[config.mk]
export PLATFORM = sky130hd
export DESIGN_NAME = shift_sequencer_flat
export DESIGN_NICKNAME = d
export VERILOG_FILES = /design/src/rtl/shift_sequencer_if.sv /design/src/rtl/shift_sequencer.sv /design/src/flat_wrapper.sv
export SDC_FILE = /design/constraint.sdc
export NUM_CORES = 1
export LEC_CHECK = 0
export BUFFER_PORTS_ARGS = -buffer_cell sky130_fd_sc_hd__buf_2
export CORE_MARGIN = 2
export CORE_UTILIZATION = 40
export DETAILED_ROUTE_END_ITERATION = 6
export PLACE_DENSITY = 0.77
export SLEW_MARGIN = 20
export SYNTH_ARGS = -nofsm -noshare
export SYNTH_HDL_FRONTEND = slang
export SYNTH_SLANG_ARGS = --single-unit
[constraint.sdc]
create_clock -name clk -period 1.2 [get_ports clk]
set_input_delay 0 -clock clk [delete_from_list [all_inputs] [get_ports clk]]
set_output_delay 0 -clock clk [all_outputs]
set_load 0.02 [all_outputs]
[src/rtl/shift_sequencer_if.sv]
// Operand/control bus between the requester, the shift sequencer and the
// combinational single-position shifter.
interface shift_sequencer_if #(
  parameter int unsigned WIDTH = 8,
  parameter int unsigned CNT_W = 4
);
  logic             start;
  logic [1:0]       mode;
  logic [WIDTH-1:0] operand;
  logic [CNT_W-1:0] count;
  logic [1:0]       H;
  logic [WIDTH-1:0] B;
  logic [WIDTH-1:0] S_Result;
  logic             busy;
  logic             done;
  logic [WIDTH-1:0] result;

  modport master (
    output start, mode, operand, count, S_Result,
    input  H, B, busy, done, result
  );

  modport slave (
    input  start, mode, operand, count, S_Result,
    output H, B, busy, done, result
  );
endinterface

[src/rtl/shift_sequencer.sv]
// Multi-cycle shift controller: drives the single-position shifter once per
// clock, feeding S_Result back into the accumulator until the count runs out.
module shift_sequencer #(
  parameter int unsigned WIDTH = 8,
  parameter int unsigned CNT_W = 4
) (
  input  logic              clk,
  input  logic              rst,
  shift_sequencer_if.slave  bus
);

  typedef enum logic [1:0] {
    S_IDLE  = 2'd0,
    S_SHIFT = 2'd1,
    S_DONE  = 2'd2
  } state_e;

  state_e           state_q, state_d;
  logic [WIDTH-1:0] acc_q, acc_d;
  logic [CNT_W-1:0] rem_q, rem_d;
  logic [1:0]       mode_q, mode_d;

  always_ff @(posedge clk) begin
    if (rst) begin
      state_q <= S_IDLE;
      acc_q   <= '0;
      rem_q   <= '0;
      mode_q  <= '0;
    end else begin
      state_q <= state_d;
      acc_q   <= acc_d;
      rem_q   <= rem_d;
      mode_q  <= mode_d;
    end
  end

  always_comb begin
    state_d = state_q;
    acc_d   = acc_q;
    rem_d   = rem_q;
    mode_d  = mode_q;
    unique case (state_q)
      S_IDLE: begin
        if (bus.start) begin
          acc_d  = bus.operand;
          rem_d  = bus.count;
          mode_d = bus.mode;
          // Transfer/reserved modes and zero counts skip straight to DONE.
          if ((bus.count == '0) || (bus.mode == 2'b00) || (bus.mode == 2'b11))
            state_d = S_DONE;
          else
            state_d = S_SHIFT;
        end
      end
      S_SHIFT: begin
        acc_d = bus.S_Result;
        rem_d = rem_q - CNT_W'(1);
        if (rem_q == CNT_W'(1))
          state_d = S_DONE;
      end
      S_DONE: state_d = S_IDLE;
      default: state_d = S_IDLE;
    endcase
  end

  assign bus.H      = (state_q == S_SHIFT) ? mode_q : 2'b00;
  assign bus.B      = acc_q;
  assign bus.busy   = (state_q != S_IDLE);
  assign bus.done   = (state_q == S_DONE);
  assign bus.result = acc_q;

endmodule

[src/flat_wrapper.sv]
// flat-port wrapper written by rule: the top's interface ports become plain ports
module shift_sequencer_flat 
#(
  parameter int unsigned WIDTH = 8,
  parameter int unsigned CNT_W = 4
)
  (clk, rst, bus_start, bus_mode, bus_operand, bus_count, bus_S_Result, bus_H, bus_B, bus_busy, bus_done, bus_result);
  shift_sequencer_if #(.WIDTH(WIDTH), .CNT_W(CNT_W)) bus_i ();
  input  logic clk;
  input  logic rst;
  input wire logic [$bits(bus_i.start)-1:0] bus_start;
  input wire logic [$bits(bus_i.mode)-1:0] bus_mode;
  input wire logic [$bits(bus_i.operand)-1:0] bus_operand;
  input wire logic [$bits(bus_i.count)-1:0] bus_count;
  input wire logic [$bits(bus_i.S_Result)-1:0] bus_S_Result;
  output wire logic [$bits(bus_i.H)-1:0] bus_H;
  output wire logic [$bits(bus_i.B)-1:0] bus_B;
  output wire logic [$bits(bus_i.busy)-1:0] bus_busy;
  output wire logic [$bits(bus_i.done)-1:0] bus_done;
  output wire logic [$bits(bus_i.result)-1:0] bus_result;
  assign bus_i.start = bus_start;
  assign bus_i.mode = bus_mode;
  assign bus_i.operand = bus_operand;
  assign bus_i.count = bus_count;
  assign bus_i.S_Result = bus_S_Result;
  assign bus_H = bus_i.H;
  assign bus_B = bus_i.B;
  assign bus_busy = bus_i.busy;
  assign bus_done = bus_i.done;
  assign bus_result = bus_i.result;
  shift_sequencer #(.WIDTH(WIDTH), .CNT_W(CNT_W)) u_core (.clk(clk), .rst(rst), .bus(bus_i));
endmodule
==> results.sh <==
export IMPL_status="finished, final reports clean"
export IMPL_vias=1020
export IMPL_worst_ep_required_time_ps=1390
export IMPL_min_delay_path_depth=3
export IMPL_first_global_vias=940
export IMPL_timing_fmax_mhz=868
export IMPL_core_region_area_um2=2170
export IMPL_clockRootBuffer="clkbuf_4"
export IMPL_drc=0
export IMPL_min_to="u_core.rem_q[0]$_SDFFE_PP0P_"
export IMPL_rows=17
export IMPL_p_clk_share_pct=21.0
export IMPL_crit_path_start="u_core.rem_q[1]$_SDFFE_PP0P_"
export IMPL_wirelength_mm=2.53
export IMPL_leakage_nw=0.679
export IMPL_initial_core_util_pct=41.8
export IMPL_fin_ws_ps=47.9
export IMPL_overflow=0
export IMPL_insertion_delay_ps=280
export IMPL_io_pins=45
export IMPL_port_buffers=44
export IMPL_p_per_area_nw_per_um2=1190
export IMPL_drive_gt1_share_pct=42.3
export IMPL_die_w_um=51.6
export IMPL_max_slew_margin_rel_pct=82.1
export IMPL_finish_utilization_pct=65.9
export IMPL_grt_max_degree=15
export IMPL_swShare_pct=34.2
export IMPL_crit_fanout=3
export IMPL_synth_seq_cells=16
export IMPL_ys_warn_count=0
export IMPL_syn_avg_cell_area_um2=8.48
export IMPL_diodes=0
export IMPL_seq_area_frac_synth_pct=35.3
export IMPL_ir_drop_mv=0.826
export IMPL_antenna_found_initial=0
export IMPL_hold_viol_final=0
export IMPL_wl_per_cell_um=12.9
export IMPL_clock_path_buffers=2
export IMPL_ff2ff_path_depth=5
export IMPL_maxSlewViolCount=0
export IMPL_combinationalPowerShare_pct=40.1
export IMPL_critPathArrivalTime_ps=1340
export IMPL_first_pass_iters=4
export IMPL_n_fill_cell=177
export IMPL_vias_per_cell=5.20
export IMPL_critical_path_startpoint_type="flip-flop"
export IMPL_finalClockSkew_ps=1.56
export IMPL_syn_inst=107
export IMPL_period_share_pct=96.0
export IMPL_seq_power_share_pct=38.9
export IMPL_regToRegStartpoint="u_core.rem_q[1]$_SDFFE_PP0P_"
export IMPL_synth_cell_area_um2=907
export IMPL_dieArea_um2=2660
export IMPL_critPathKind="reg2reg"
export IMPL_p_sw_mw=0.582
export IMPL_grt_pass1_wl_mm=4.07
export IMPL_tightestPinTransition_ps=269
export IMPL_hp_start="bus_count[0]"
export IMPL_yosysUniqueCellTypes=33
export IMPL_syn2layout_area_growth_pct=57.7
export IMPL_syn_nets=134
export IMPL_place_gp_congestion=0.815
export IMPL_r2r_end="u_core.rem_q[2]$_SDFFE_PP0P_"
export IMPL_setup_viol=0
export IMPL_cts_sinks=16
export IMPL_drt_iter0_drc=20
export IMPL_drv_cap=0
export IMPL_final_nets=196
export IMPL_path_clk_slew_ps=100
export IMPL_preCtsSetupSlack_ps=-49.5
export IMPL_h_tree_depth=1
export IMPL_grt_usage_pct=20.2
export IMPL_intPower_mw=1.12
export IMPL_place_hpwl_mm=1.69
export IMPL_cts_tree="built"
export IMPL_postRouteAntennaNets=0
export IMPL_min_period_ps=1150
export IMPL_cts_buffers=3
export IMPL_cp_end_kind="flip-flop"
export IMPL_die_y_um=51.6
export IMPL_min_path_type="in2reg"
export IMPL_reg2reg_slack_ps=50
[power by group through the flow]
| stage | logic (mW) | clock network, mW | registers [mW] |
|---|---|---|---|
| detailed placement | 0.575 | 0 | 0.667 |
| CTS | 0.632 | 0.372 | 0.658 |
| global route | 0.740 | 0.393 | 0.671 |
| global placement | 0.560 | 0 | 0.661 |
| finish | 0.681 | 0.358 | 0.661 |
| floorplan | 0.379 | 0 | 0.696 |
[cells in the mapped netlist]
cell type,n,area [um^2]
a211oi_1,1,7.51
a21o_1,1,7.51
a21oi_1,3,15.0
a311oi_1,9,78.8
a31o_2,1,8.76
a32oi_1,1,8.76
and2_1,2,12.5
and4_1,1,8.76
buf_1,1,3.75
buf_2,2,10.0
buf_4,10,75.1
buf_6,2,22.5
dfxtp_1,16,320
ha_1,2,25.0
inv_1,4,15.0
mux2i_1,3,30.0
nand2_1,17,63.8
nand2b_1,2,12.5
nand3_1,1,5.00
nand3b_1,1,7.51
nand4_1,1,6.26
nor2_1,15,56.3
nor2b_1,1,6.26
nor2b_4,1,13.8
nor3_1,1,5.00
nor3b_2,1,12.5
o211ai_1,1,7.51
o21ba_4,1,16.3
o221a_2,1,11.3
o221ai_1,1,8.76
or3b_1,1,8.76
or4_1,1,7.51
xor2_1,1,8.76
[flip-flops by register name, indices dropped and copies added, names as in the netlist]
name / count
u_core.bus.B: 8
u_core.mode_q: 2
u_core.rem_q: 4
u_core.state_q: 2
[layout by cell type (no fill, tap or decap), drive strengths merged, types with 2 or more instances in the layout]
master / synthesis / routed
a311oi: 9 / 9
inv: 4 / 4
ha: 2 / 2
clkbuf: 0 / 4
dlygate4sd3: 0 / 18
mux2i: 3 / 3
dfxtp: 16 / 16
a21oi: 3 / 3
nor2b: 2 / 2
buf: 15 / 54
nor2: 15 / 15
nand2b: 2 / 2
nand2: 17 / 17
and2: 2 / 2
[worst max-delay path: stages, from the launching register on]
cell and delay, ps:
dfxtp_2 350, inv_1 60, ha_2 180, mux2i_1 150
nor2_1 60, o221a_2 250
[metal layers]
| metal | up-vias | GRT usage [%] | wire [um] |
|---|---|---|---|
| li1 | 488 | - | - |
| met1 | 469 | 23.4 | 991 |
| met2 | 49 | 36.1 | 1290 |
| met3 | 14 | 3.74 | 157 |
| met4 | 0 | 8.33 | 90 |
| met5 | - | 0 | 0 |
[final cells by class]
type	count	area, um^2	share of cell area [%]
well taps	28	35.0	2.45
inverters	4	15.0	1.05
clock buffers	4	36.3	2.54
repair buffers	72	518	36.2
flip-flops and latches	16	329	23.0
multi-input cells	72	497	34.7
[cell families after synthesis]
family                     Yosys count  share of synthesized area, %
AOI/OAI and AO/OA                   20                          18.8
muxes                                3                          3.31
and+or+nand+nor                     46                          25.0
buffers and inverters               19                          13.9
adders and majority gates            2                          2.76
DFF                                 16                          35.3
xor gates and xnor gates             1                         0.966
[through the flow]
step | hold slack (ps) | power (mW) | cell area (um^2) | setup TNS (ps) | cells
detailed placement | 271 | 1.24 | 1130 | -343 | 171
floorplan | 72.1 | 1.07 | 907 | 0 | 107
global route | 20.6 | 1.80 | 1430 | -11.0 | 196
finish | 12.2 | 1.70 | 1430 | 0 | 196
CTS | 2.85 | 1.66 | 1370 | 0 | 195
global placement | 266 | 1.22 | 1130 | 0 | 171
[how the worst max path moves through the flow]
| stage | slack [ps] | cells past startpoint | to |
|---|---|---|---|
| after detailed placement | -50 | 4 | u_core.bus.B[1]$_SDFFE_PP0P_ |
| after global placement | 20 | 4 | u_core.bus.B[7]$_SDFFE_PP0P_ |
| after floorplan | 40 | 5 | u_core.state_q[1]$_SDFFE_PP0P_ |
| after CTS | 30 | 4 | bus_busy |
| after global routing | -7 | 4 | u_core.bus.B[3]$_SDFFE_PP0P_ |
| final | 50 | 5 | u_core.rem_q[2]$_SDFFE_PP0P_ |
[timing repair]
item                                    in CTS  in global routing
hold buffers                                18                  0
endpoints found under the hold margin       10                  0
pin swaps                                    0                  4
gates resized for setup                      4                 14
endpoints found under the setup margin      16                 14
buffers inserted                             2                  0
gates cloned                                 0                  1
Note: power is estimated with default switching activity, not from simulation.
